File: config.mk
export PLATFORM = sky130hd
export DESIGN_NAME = i2s_receiver
export DESIGN_NICKNAME = d
export VERILOG_FILES = /design/src/rtl/i2s_receiver_pkg.sv /design/src/rtl/i2s_receiver_sync_2ff.sv /design/src/rtl/i2s_receiver.sv
export SDC_FILE = /design/constraint.sdc
export NUM_CORES = 1
export LEC_CHECK = 0
export ABC_AREA = 1
export BUFFER_PORTS_ARGS = -buffer_cell sky130_fd_sc_hd__buf_4
export CAP_MARGIN = 20
export CORE_MARGIN = 10
export CORE_UTILIZATION = 45
export CTS_CLUSTER_SIZE = 12
export DETAILED_ROUTE_END_ITERATION = 8
export PLACE_DENSITY = 0.69
export SYNTH_ARGS = -nofsm -noshare
export SYNTH_HDL_FRONTEND = slang
export SYNTH_SLANG_ARGS = --single-unit
File: constraint.sdc
create_clock -name clk -period 1.75 [get_ports clk]
set_clock_uncertainty 0.05 [all_clocks]
set_input_delay 0.175 -clock clk [delete_from_list [all_inputs] [get_ports clk]]
set_output_delay 0.175 -clock clk [all_outputs]
set_load 0.01 [all_outputs]
File: src/rtl/i2s_receiver_pkg.sv
// Shared types and constants for the I2S ADC receiver.
package i2s_receiver_pkg;

    typedef enum logic [1:0] {
        IDLE = 2'd0,
        SYNC = 2'd1,
        RECV = 2'd2
    } rx_state_e;

    localparam int OVR_CNT_W = 8;

endpackage

File: src/rtl/i2s_receiver_sync_2ff.sv
// Two-flop synchronizer for one asynchronous codec pin.
module sync_2ff (
    input  logic clk,
    input  logic rst_n,
    input  logic d_i,
    output logic q_o
);
    logic meta_q, sync_q;

    always_ff @(posedge clk or negedge rst_n) begin
        if (!rst_n) begin
            meta_q <= 1'b0;
            sync_q <= 1'b0;
        end else begin
            meta_q <= d_i;
            sync_q <= meta_q;
        end
    end

    assign q_o = sync_q;
endmodule

File: src/rtl/i2s_receiver.sv
// I2S ADC receiver: oversamples BCLK/LRCK/DAT in clk, assembles R then L into a pair.
// Optional overrun flag/counter enabled by defining I2S_RX_OVERRUN_EN.
module i2s_receiver
    import i2s_receiver_pkg::*;
#(
    parameter int LEADING_BITS = 1,
    parameter int DATA_BITS    = 16
) (
    input  logic                 clk,
    input  logic                 rst_n,
    input  logic                 codec_aud_bclk_i,
    input  logic                 codec_aud_adclrck_i,
    input  logic                 codec_aud_adcdat_i,
    input  logic                 i2s_enable_i,
    output logic [DATA_BITS-1:0] i2s_sample_data_L_o,
    output logic [DATA_BITS-1:0] i2s_sample_data_R_o,
    output logic                 i2s_valid_o,
    input  logic                 i2s_ready_i,
    output logic                 i2s_overrun_o,
    output logic [OVR_CNT_W-1:0] i2s_overrun_cnt_o,
    input  logic                 i2s_overrun_clr_i
);
    localparam int CNT_W = $clog2(LEADING_BITS + DATA_BITS + 1);
    localparam logic [CNT_W-1:0] FIRST_IDX = CNT_W'(LEADING_BITS);
    localparam logic [CNT_W-1:0] LAST_IDX  = CNT_W'(LEADING_BITS + DATA_BITS - 1);
    localparam logic [CNT_W-1:0] CNT_MAX   = '1;

    logic bclk_s, lrck_s, dat_s;

    sync_2ff u_sync_bclk (.clk(clk), .rst_n(rst_n), .d_i(codec_aud_bclk_i),    .q_o(bclk_s));
    sync_2ff u_sync_lrck (.clk(clk), .rst_n(rst_n), .d_i(codec_aud_adclrck_i), .q_o(lrck_s));
    sync_2ff u_sync_dat  (.clk(clk), .rst_n(rst_n), .d_i(codec_aud_adcdat_i),  .q_o(dat_s));

    rx_state_e            state_q;
    logic                 bclk_hist_q, lrck_prev_q, r_ok_q, valid_q;
    logic [CNT_W-1:0]     bit_cnt_q, idx_d;
    logic [DATA_BITS-2:0] shift_q;
    logic [DATA_BITS-1:0] shift_d, r_hold_q, data_l_q, data_r_q;
    logic                 strobe, lrck_edge, pair_done;

    // idx_d is the half-frame bit index of the bit being sampled on this strobe
    always_comb begin
        strobe    = bclk_s & ~bclk_hist_q;
        lrck_edge = lrck_s ^ lrck_prev_q;
        idx_d     = lrck_edge ? '0 :
                    (bit_cnt_q == CNT_MAX) ? bit_cnt_q : bit_cnt_q + CNT_W'(1);
        shift_d   = {shift_q, dat_s};
        pair_done = strobe && (state_q == RECV) && i2s_enable_i &&
                    (idx_d == LAST_IDX) && lrck_s && r_ok_q;
    end

    always_ff @(posedge clk or negedge rst_n) begin
        if (!rst_n) begin
            state_q     <= IDLE;
            bclk_hist_q <= 1'b0;
            lrck_prev_q <= 1'b0;
            bit_cnt_q   <= '0;
            r_ok_q      <= 1'b0;
            shift_q     <= '0;
            r_hold_q    <= '0;
            data_l_q    <= '0;
            data_r_q    <= '0;
            valid_q     <= 1'b0;
        end else begin
            bclk_hist_q <= bclk_s;
            if (strobe) lrck_prev_q <= lrck_s;

            if (!i2s_enable_i) begin
                state_q   <= IDLE;
                bit_cnt_q <= '0;
                r_ok_q    <= 1'b0;
            end else begin
                case (state_q)
                    IDLE: state_q <= SYNC;
                    SYNC: if (strobe && lrck_prev_q && !lrck_s) begin
                        state_q   <= RECV;
                        bit_cnt_q <= '0;
                        r_ok_q    <= 1'b0;
                        if (FIRST_IDX == '0) shift_q <= shift_d[DATA_BITS-2:0];
                    end
                    RECV: if (strobe) begin
                        bit_cnt_q <= idx_d;
                        // half ended before its last data bit: frame is unusable
                        if (lrck_edge && bit_cnt_q < LAST_IDX) r_ok_q <= 1'b0;
                        if (idx_d >= FIRST_IDX && idx_d <= LAST_IDX)
                            shift_q <= shift_d[DATA_BITS-2:0];
                        if (idx_d == LAST_IDX) begin
                            if (!lrck_s) begin
                                r_hold_q <= shift_d;
                                r_ok_q   <= 1'b1;
                            end else begin
                                r_ok_q   <= 1'b0;
                            end
                        end
                    end
                    default: state_q <= IDLE;
                endcase
            end

            // a new pair may replace the presented one only in the accept cycle
            if (pair_done && (!valid_q || i2s_ready_i)) begin
                valid_q  <= 1'b1;
                data_l_q <= shift_d;
                data_r_q <= r_hold_q;
            end else if (i2s_ready_i) begin
                valid_q  <= 1'b0;
            end
        end
    end

    assign i2s_valid_o         = valid_q;
    assign i2s_sample_data_L_o = data_l_q;
    assign i2s_sample_data_R_o = data_r_q;

`ifdef I2S_RX_OVERRUN_EN
    logic                 drop, ovr_q;
    logic [OVR_CNT_W-1:0] ovr_cnt_q;

    assign drop = pair_done & valid_q & ~i2s_ready_i;

    always_ff @(posedge clk or negedge rst_n) begin
        if (!rst_n) begin
            ovr_q     <= 1'b0;
            ovr_cnt_q <= '0;
        end else if (i2s_overrun_clr_i) begin
            ovr_q     <= drop;
            ovr_cnt_q <= drop ? OVR_CNT_W'(1) : '0;
        end else if (drop) begin
            ovr_q <= 1'b1;
            if (ovr_cnt_q != '1) ovr_cnt_q <= ovr_cnt_q + OVR_CNT_W'(1);
        end
    end

    assign i2s_overrun_o     = ovr_q;
    assign i2s_overrun_cnt_o = ovr_cnt_q;
`else
    logic unused_ovr_clr;
    assign unused_ovr_clr    = i2s_overrun_clr_i;
    assign i2s_overrun_o     = 1'b0;
    assign i2s_overrun_cnt_o = '0;
`endif
endmodule

==> results of run 1 <==
-- power groups by stage --
stage / Sequential [W] / Clock [W] / Combinational [W]
2_1_floorplan: 0.00191 / 0 / 0.000139
3_3_place_gp: 0.00191 / 0 / 0.000248
3_5_place_dp: 0.00191 / 0 / 0.000254
4_1_cts: 0.00188 / 0.00143 / 0.000268
5_1_grt: 0.00188 / 0.00151 / 0.000306
6_report: 0.00188 / 0.00139 / 0.000278
-- registers in the layout, summed over array words and instances, names as in the netlist, 2 cells and up --
| signal | flops |
|---|---|
| i2s_sample_data_R_o | 16 |
| bit_cnt_q | 5 |
| r_hold_q | 16 |
| i2s_sample_data_L_o | 16 |
| shift_q | 15 |
| state_q | 2 |
-- what timing repair did --
item,CTS,global route
hold endpoints to repair,32,0
pin swaps,6,4
resized for setup,7,11
gates cloned,0,1
buffers inserted,1,2
endpoints found under the setup margin,69,70
hold buffers,4,0
-- path summary, 6_finish.rpt --
kind	startpoint	end	slack (ns)	cells past startpoint
hold reg to reg	u_sync_lrck.meta_q	u_sync_lrck.q_o	0.31	0
setup reg to reg	bit_cnt_q[1]	shift_q[0]	-0.16	11
setup / recovery	bit_cnt_q[1]	shift_q[0]	-0.16	11
max in group asynchronous	rst_n	u_sync_lrck.q_o	0.87	3
hold / removal	i2s_enable_i	state_q[0]	0.06	3
min in group asynchronous	rst_n	i2s_sample_data_R_o[7]	0.24	2
-- metrics by stage --
step	TNS [ns]	area, sq um	util [%]
final	-6.77	4530	59.3
after global routing	-15.34	4530	59.3
after CTS	-6.64	4460	58.3
after detailed placement	-9.40	4190	54.7
after global placement	-4.76	4190	54.7
after floorplan	-2.72	3630	-
-- routing by layer --
layer,part of all wire [%],up-vias
li1,-,1284
met1,43,1220
met2,49,54
met3,5.8,13
met4,1.6,0
met5,0,-
-- cell usage in the layout, fill, tap and decap left out, types with 2 or more instances in the layout --
cell,synthesis,final
buf_6,6,2
dfrtp_1,80,79
buf_4,10,64
nand2_1,97,77
inv_6,0,2
clkinv_4,0,3
o21ai_1,16,17
o22ai_1,4,4
nand3_2,3,4
dlygate4sd3_1,0,4
nor2_4,1,3
o21ai_2,32,33
nand4_1,17,17
inv_1,50,48
inv_2,0,2
nor2_1,8,6
conb_1,1,9
a21oi_1,3,2
nand2_2,2,21
nand3_1,7,4
clkbuf_8,0,9
nand3_4,1,3
buf_12,0,7
-- cell type report --
| type | instances | area share [%] |
|---|---|---|
| Clock inverter | 7 | 1.74 |
| Inverter | 50 | 4.14 |
| Sequential cell | 80 | 44.2 |
| Clock buffer | 9 | 2.73 |
| Multi-Input combinational cell | 213 | 28.8 |
| Timing Repair Buffer | 78 | 15.6 |
| Tap cell | 102 | 2.81 |
-- cell usage after synthesis (2+ instances only) --
| cell | instances | area [sq um] |
|---|---|---|
| nand2_1 | 97 | 364 |
| dfrtp_1 | 80 | 2000 |
| inv_1 | 50 | 188 |
| o21ai_2 | 32 | 280 |
| nand4_1 | 17 | 106 |
| o21ai_1 | 16 | 80.1 |
| buf_4 | 10 | 75.1 |
| nor2_1 | 8 | 30.0 |
| nand3_1 | 7 | 35.0 |
| buf_6 | 6 | 67.6 |
| buf_2 | 5 | 25.0 |
| o22ai_1 | 4 | 25.0 |
| a21oi_1 | 3 | 15.0 |
| nand3_2 | 3 | 30.0 |
| o21ai_0 | 3 | 15.0 |
| nand2_2 | 2 | 12.5 |
-- worst max-delay path, cell delays in order, from the launching register on --
cell	delay, ns
dfrtp_1	0.39
ha_2	0.21
nand4_1	0.17
o21ai_2	0.11
nand2_2	0.11
nand2_2	0.09
buf_6	0.13
o21ai_4	0.16
nand3_4	0.12
clkbuf_16	0.18
nand2_1	0.05
nand2_1	0.04
-- cell families (layout without fill, tap and decap cells) --
kind of cell	after synthesis	count (layout)	synth area share [%]
other cells	1	9	0.107
fa+ha+maj	1	1	0.357
simple gates	141	141	18.6
xor+xnor	1	1	0.465
buf+inv	72	144	10.3
compound gates	61	61	13.0
flops	80	80	57.2
==> qor.yml, run 1 <==
cts_max_level: 3
crit_path_max_fanout: 7
synth_area_sq_mm: 0.00350
cp.arrival_ns: 2.11
grt_util_met3_pct: 3.75
synth_edf_count: 0
critPathKind: "flip-flop to flip-flop"
fin_cells: 539
end_kind: "flip-flop"
slew_viol_final: 0
grt-ovfl-total: 0
netSwitchingPower_w: 0.000895
numPortBuffers: 39
finalSetupViolCount: 63
grt_pass1_wl_microns: 12000
gr-usage-all-layers_pct: 12.7
final_hold_viol_count: 0
nets: 441
grt_start_max_net_pins: 33
die_w_microns: 108
multi_input_area_sq_mm: 0.00131
synth_cell_type_count: 30
row_count: 32
layout-drive-gt1-share_pct: 38.2
wl_per_cell_microns: 13.2
hold_path.class: "input port to flip-flop"
min_period_ns: 1.91
die_area_sq_mm: 0.0117
place_congestion: 0.849
avgSynthCellArea_sq_um: 9.80
async_flop_share_pct: 100
violations: "setup timing"
die_h_microns: 108
peakVddDrop_mv: 0.432
clk_path_buf_depth: 2
first_global_vias: 2626
hpwl_microns: 5130
yosys_warnings: 0
p_clk_share_pct: 39.3
numCtsBuffers: 9
ant_nets: 0
total_power_w: 0.00355
post-place-ws_ns: -0.188
drt_wl_total_microns: 7130
clk_latency_ns: 0.36
antennaDiodeCount: 0
rsz0062_at_grt: "true"
p_comb_share_pct: 7.8
start_kind: "flip-flop"
crit_required_ns: 1.94
powerDensity_mw_per_mm2: 783
path_clk_slew_ns: 0.09
syn_to_final_growth_pct: 29.6
grt_use_met2_pct: 20.9
antenna_found_initial: 0
cts_root_buffer: "clkbuf_8"
fillCellCount: 656
fin_ws_ns: -0.164
synth-seq-cells: 80
leakage_nw: 2.16
firstDrtPassIters: 4
synthCells: 357
seq_area_frac_synth_pct: 57.2
seqPwrFrac_pct: 52.9
timing.fmax_mhz: 522
clock_sinks: 80
regArea_sq_mm: 0.00200
ys.flop_type: "dfrtp_1"
switching_share_pct: 25.2
power.internal_w: 0.00266
drcViolationCount: 0
post-route-period-util_pct: 109
maxCapViolations: 0
via_count: 2571
whs_ns: 0.0620
coreArea_sq_mm: 0.00765
vias_per_cell: 4.77
io_pins: 50
cts_tree: "done"
start_util_pct: 45.8
busiest_layer: "met2"
use_met1_pct: 15.0
drt_iter0_markers: 92
status: "finished, violations left"
placed_cells: 515
Power figures use the tool's default switching activity.
==> inputs of run 2 (changes only) <==
ABC_AREA = 0   (was 1)
==> run 2 against run 1 <==
  * Fmax down 18%
  * Sequential power about the same
  * Area after synthesis down 8.7%
  * Utilization up 3.1 points
  * Sequential cell count unchanged
  * Combinational power down 55%
  * Sequential share of layout area up 2.8 points
  * The flow still finishes with violations (setup timing)
  * Cell area down 6.1%
  * Clock-buffer cell count unchanged
  * Highest routed layer unchanged
  * Critical path depth down 3
  * Total power down 3.5%
  * Via count down 25%
==> qor.yml, run 2 <==
clk_path_buf_depth: 2  # unchanged
min_period_ns: 2.35  # +0.434 ns
numCtsBuffers: 9  # unchanged
grt-ovfl-total: 0  # unchanged
drt_iter0_markers: 93  # +1.1%
die_w_microns: 104  # -3.6%
avgSynthCellArea_sq_um: 14.9  # +52%
grt_start_max_net_pins: 35  # +6.1%
seqPwrFrac_pct: 54.5  # +1.6 points
yosys-top-cells-area: "dfrtp_1 (63%), mux2_2 (23%), buf_4 (2.1%), nand2_1 (1.4%), nor4_4 (0.67%)"
ys.flop_type: "dfrtp_1"
synthSimpleGateAreaFrac_pct: 6.38  # -12 points
cts_max_level: 3  # unchanged
hpwl_microns: 4100  # -20%
start_util_pct: 46.8  # +1.0 points
seq_area_frac_synth_pct: 62.6  # +5.4 points
antenna_found_initial: 0  # unchanged
fillCellCount: 551  # -16%
cp.arrival_ns: 2.53  # +0.42 ns
final_hold_viol_count: 0  # unchanged
synth-compound-area-share_pct: 3.84  # -9.1 points
clock_sinks: 80  # unchanged
synth-seq-cells: 80  # unchanged
p_clk_share_pct: 41.8  # +2.5 points
powerDensity_mw_per_mm2: 804  # +2.7%
syn_to_final_growth_pct: 33.2
vias_per_cell: 4.88  # +2.2%
coreArea_sq_mm: 0.00683  # -11%
die_h_microns: 104  # -3.6%
drcViolationCount: 0  # unchanged
clk_latency_ns: 0.34  # -0.02 ns
layout-drive-gt1-share_pct: 56.3  # +18 points
power.internal_w: 0.00271  # +1.9%
synthAdderAreaFrac_pct: 0.391  # +0.034 points
synth_cell_type_count: 40  # +33%
synth_top_area_share_pct: 62.6  # +5.4 points
peakVddDrop_mv: 0.623  # +44%
multi_input_area_sq_mm: 0.00120  # -7.7%
hold_path.class: "input port to flip-flop"
grt_pass1_wl_microns: 10200  # -15%
firstDrtPassIters: 4  # unchanged
synth_edf_count: 0  # unchanged
cts_tree: "done"
synthMuxAreaShare_pct: 22.9  # +23 points
crit_required_ns: 1.93  # about the same
die_area_sq_mm: 0.0109  # -7.1%
status: "finished, violations left"
rsz0062_at_grt: "true"
nets: 307  # -30%
post-route-period-util_pct: 134  # +25 points
cts_root_buffer: "clkbuf_8"
netSwitchingPower_w: 0.000720  # -20%
yosys_warnings: 0  # unchanged
timing.fmax_mhz: 426  # -18%
drt_wl_total_microns: 6400  # -10%
regArea_sq_mm: 0.00200  # about the same
violations: "setup timing"
synth_most_common_cell: "dfrtp_1"
synthXorXnorAreaFrac_pct: 0.274  # -0.19 points
synth_top_family_by_area: "multiplexers"
synthCells: 215  # -40%
end_kind: "flip-flop"
post-place-ws_ns: -0.589  # -0.400 ns
via_count: 1941  # -25%
leakage_nw: 2.17  # +0.32%
path_clk_slew_ns: 0.08  # about the same
ant_nets: 0  # unchanged
place_area_sq_mm: 0.00385  # -8.0%
io_pins: 50  # unchanged
numPortBuffers: 39  # unchanged
fin_ws_ns: -0.599  # -0.434 ns
p_comb_share_pct: 3.7  # -4.1 points
final_cell_mix: "dfrtp_1 (80), buf_4 (66), mux2_2 (55)"
slew_viol_final: 0  # unchanged
row_count: 30  # -6.3%
finalSetupViolCount: 64  # +1.6%
switching_share_pct: 21.0  # -4.2 points
fin_tns_setup_ns: -32.88  # -26.11 ns
crit_path_max_fanout: 9  # +2
postLayoutCoreUtil_pct: 62.3  # +3.1 points
first_global_vias: 2096  # -20%
mostFrequentLayoutCell: "dfrtp_1"
antennaDiodeCount: 0  # unchanged
wl_per_cell_microns: 16.1  # +22%
netlist_top_cells_count: "dfrtp_1 (80), mux2_2 (64), nand2_1 (12)"
maxCapViolations: 0  # unchanged
async_flop_share_pct: 100  # unchanged
synth_area_sq_mm: 0.00320  # -8.7%
place_congestion: 0.808  # -4.9%
fin_area_sq_mm: 0.00426  # -6.1%
gr-usage-all-layers_pct: 11.4  # -1.3 points
critPathKind: "flip-flop to flip-flop"
start_kind: "flip-flop"
yosys.area.top_type: "dfrtp_1"
==> run 2: cell count changes in the layout (fill, tap and decap cells not counted), moves of 9 or more <==
cell | previous run | this run
mux2_4 | 0 | 9
nand2_2 | 21 | 0
nand4_1 | 17 | 1
o21ai_1 | 17 | 0
inv_1 | 48 | 2
mux2_2 | 0 | 55
nand2_1 | 77 | 12
o21ai_2 | 33 | 0
==> run 2: critical path, stage by stage (launching register included) <==
cell and delay [ns]:
dfrtp_1 0.42, ha_4 0.19, a21boi_2 0.14, a41oi_2 0.12
or4_4 0.54, nor4_4 0.14, buf_4 0.18, buf_12 0.13
mux2_2 0.33
==> run 2: power by group through the flow <==
| stage | registers [W] | clock network [W] | logic (W) |
|---|---|---|---|
| 6_report | 0.00187 | 0.00143 | 0.000126 |
| 5_1_grt | 0.00187 | 0.00156 | 0.000142 |
| 4_1_cts | 0.00187 | 0.00147 | 0.000128 |
| 3_5_place_dp | 0.00190 | 0 | 0.000121 |
| 3_3_place_gp | 0.00190 | 0 | 0.000118 |
| 2_1_floorplan | 0.00191 | 0 | 0.0000508 |
==> run 2: metrics by stage <==
step	total power, W	hold slack (ns)	std cells
2_1_floorplan	0.00196	-0.171	223
3_3_place_gp	0.00202	0.0951	372
3_5_place_dp	0.00202	0.103	372
4_1_cts	0.00346	0.0768	391
5_1_grt	0.00357	0.0976	398
6_report	0.00343	0.0792	398
==> run 2: cell type report <==
class / count / area share (%)
Sequential cell: 80 / 47.0
Multi-Input combinational cell: 126 / 28.3
Timing Repair Buffer: 79 / 16.8
Clock buffer: 9 / 2.91
Tap cell: 96 / 2.82
Clock inverter: 6 / 1.97
Inverter: 2 / 0.176
==> run 2: timing repair <==
action,in CTS,in global routing
buffers inserted,0,3
gates cloned,0,4
hold buffers,4,0
pin swaps,1,2
setup endpoints to repair,65,65
hold endpoints to repair,34,0
resized for setup,2,7
==> run 2: cell families (layout without fill, tap and decap cells) <==
group                      after synthesis  in the layout
buffers and inverters                   17             96
xor gates and xnor gates                 1              1
muxes                                   65             65
and+or+nand+nor                         34             34
adders and majority gates                1              1
DFF                                     80             80
other                                    1              9
AOI/OAI and AO/OA                       16             16
==> run 2: path summary, 6_finish.rpt <==
path	end	from	cells past startpoint	slack (ns)
setup / recovery	r_hold_q[9]	bit_cnt_q[0]	8	-0.60
hold / removal	i2s_valid_o	i2s_ready_i	3	0.08
setup reg to reg	r_hold_q[9]	bit_cnt_q[0]	8	-0.60
hold reg to reg	u_sync_dat.q_o	u_sync_dat.meta_q	0	0.30
max in group asynchronous	i2s_sample_data_R_o[10]	rst_n	3	0.83
min in group asynchronous	state_q[0]	rst_n	2	0.26
==> run 2: metal layers <==
metal / wire length, microns / share of wire, % / vias up / global-route usage (%)
li1: - / - / 912 / -
met5: 0 / 0 / - / 0
met4: 65 / 1.0 / 0 / 4.97
met1: 2970 / 46 / 982 / 13.9
met2: 3060 / 48 / 43 / 17.5
met3: 298 / 4.7 / 4 / 4.09
==> inputs of run 3 (changes only) <==
SKIP_LAST_GASP = 1   (was unset)
==> run 3 against run 2 <==
  * The run still ends with setup timing left
  * Register-to-register slack barely moved
  * Cell count did not move
  * Worst hold slack improved by 0.0021 ns
  * Clock power barely moved
  * Combinational power barely moved
  * Clock-buffer cell count did not move
  * Critical path type unchanged
  * Critical endpoint is now r_hold_q[0]
  * Largest cell class unchanged
  * Highest routed layer unchanged
==> qor.yml, run 3 (same netlist as run 2, synthesis figures left out) <==
via_count: 1947  # +0.31%
path_clk_slew_ns: 0.08  # about the same
fin_cells: 398  # unchanged
powerDensity_mw_per_mm2: 804  # about the same
clock_sinks: 80  # unchanged
fin_area_sq_mm: 0.00426  # unchanged
die_h_microns: 104  # unchanged
maxCapViolations: 0  # unchanged
hpwl_microns: 4100  # unchanged
clk_path_buf_depth: 2  # unchanged
antenna_found_initial: 0  # unchanged
postLayoutCoreUtil_pct: 62.3  # unchanged
die_area_sq_mm: 0.0109  # unchanged
gr-usage-all-layers_pct: 11.3  # -0.10 points
vias_per_cell: 4.89  # +0.31%
finalSetupViolCount: 64  # unchanged
status: "finished, violations left"
place_area_sq_mm: 0.00385  # unchanged
grt_pass1_wl_microns: 10200  # -0.54%
violations: "setup timing"
final_hold_viol_count: 0  # unchanged
final_cell_mix: "dfrtp_1 (80), buf_4 (66), mux2_2 (55)"
crit_required_ns: 1.92  # about the same
ant_nets: 0  # unchanged
timing.fmax_mhz: 426  # +0.16%
min_period_ns: 2.34  # -0.00380 ns
cts_root_buffer: "clkbuf_8"
first_global_vias: 2107  # +0.52%
end_kind: "flip-flop"
firstDrtPassIters: 4  # unchanged
start_util_pct: 46.8  # unchanged
leakage_nw: 2.17  # unchanged
antennaDiodeCount: 0  # unchanged
cts_max_level: 3  # unchanged
place_congestion: 0.808  # unchanged
r2r_setup_slack_ns: -0.59  # about the same
grt-ovfl-total: 0  # unchanged
whs_ns: 0.0813  # +0.00210 ns
cts_tree: "done"
fin_ws_ns: -0.595  # +0.00380 ns
clk_latency_ns: 0.34  # about the same
placed_cells: 372  # unchanged
crit_path_max_fanout: 8  # -1
drt_iter0_markers: 82  # -12%
highest_layer: "met4"
coreArea_sq_mm: 0.00683  # unchanged
wl_per_cell_microns: 16.0  # -0.36%
numPortBuffers: 39  # unchanged
hold_path.class: "input port to flip-flop"
io_pins: 50  # unchanged
start_kind: "flip-flop"
drt_wl_total_microns: 6380  # -0.36%
rsz0062_at_grt: "true"
wl_met3_microns: 329  # +10%
post-route-period-util_pct: 134  # -0.22 points
nets: 307  # unchanged
syn_to_final_growth_pct: 33.2  # unchanged
die_w_microns: 104  # unchanged
slew_viol_final: 0  # unchanged
numCtsBuffers: 9  # unchanged
layout-drive-gt1-share_pct: 56.3  # unchanged
row_count: 30  # unchanged
wl_met1_microns: 2930  # -1.3%
peakVddDrop_mv: 0.623  # about the same
grt_start_max_net_pins: 35  # unchanged
mostFrequentLayoutCell: "dfrtp_1"
critPathKind: "flip-flop to flip-flop"
cp.arrival_ns: 2.52  # about the same
post-place-ws_ns: -0.589  # unchanged
wl_met2_microns: 3040  # -0.56%
drcViolationCount: 0  # unchanged
==> run 3: cell counts in the layout (fill, tap and decap cells not counted) <==
No cell type changed its count.
==> run 3: power by group <==
part           switching [W]  internal [W]  leakage [nW]
Sequential        0.00000649       0.00186          1.10
Clock               0.000639      0.000793         0.109
Combinational      0.0000729     0.0000524         0.964
==> run 3: per-stage QoR <==
step	power (W)	setup TNS, ns
after floorplan	0.00196	-31.26
after global placement	0.00202	-31.90
after detailed placement	0.00202	-34.97
after CTS	0.00346	-32.79
after global routing	0.00357	-36.57
final	0.00342	-32.72
==> run 3: layout make-up <==
class                           instances  area [sq um]
Timing Repair Buffer                   79           717
Tap cell                               96           120
Fill cell                             551          2570
Clock inverter                          6          83.8
Sequential cell                        80          2000
Multi-Input combinational cell        126          1200
Inverter                                2          7.51
Clock buffer                            9           124
==> run 3: layer usage <==
layer / vias up / track usage (%)
li1: 911 / -
met3: 4 / 4.09
met4: 0 / 4.97
met1: 986 / 13.9
met5: - / 0
met2: 46 / 17.1
==> run 3: timing repair <==
item / in CTS / in global routing
endpoints found under the setup margin: 65 / 65
pin swaps: 1 / 2
setup buffers: 0 / 3
hold buffers: 4 / 0
gates cloned: 0 / 4
resized for setup: 1 / 8
hold endpoints to repair: 34 / 0
==> run 3: worst paths after layout <==
kind / cells after the start / endpoint / from
setup / recovery: 8 / r_hold_q[0] / bit_cnt_q[0]
hold / removal: 3 / i2s_valid_o / i2s_ready_i
max in group asynchronous: 3 / i2s_sample_data_R_o[10] / rst_n
setup reg to reg: 8 / r_hold_q[0] / bit_cnt_q[0]
hold reg to reg: 0 / u_sync_dat.q_o / u_sync_dat.meta_q
min in group asynchronous: 2 / state_q[0] / rst_n
==> run 3: critical path: stages (launching register included) <==
cell and delay (ns):
dfrtp_1 0.42, ha_4 0.19, a21boi_2 0.14, a41oi_2 0.12
or4_4 0.54, nor4_4 0.14, buf_4 0.17, clkbuf_16 0.16
mux2_4 0.29
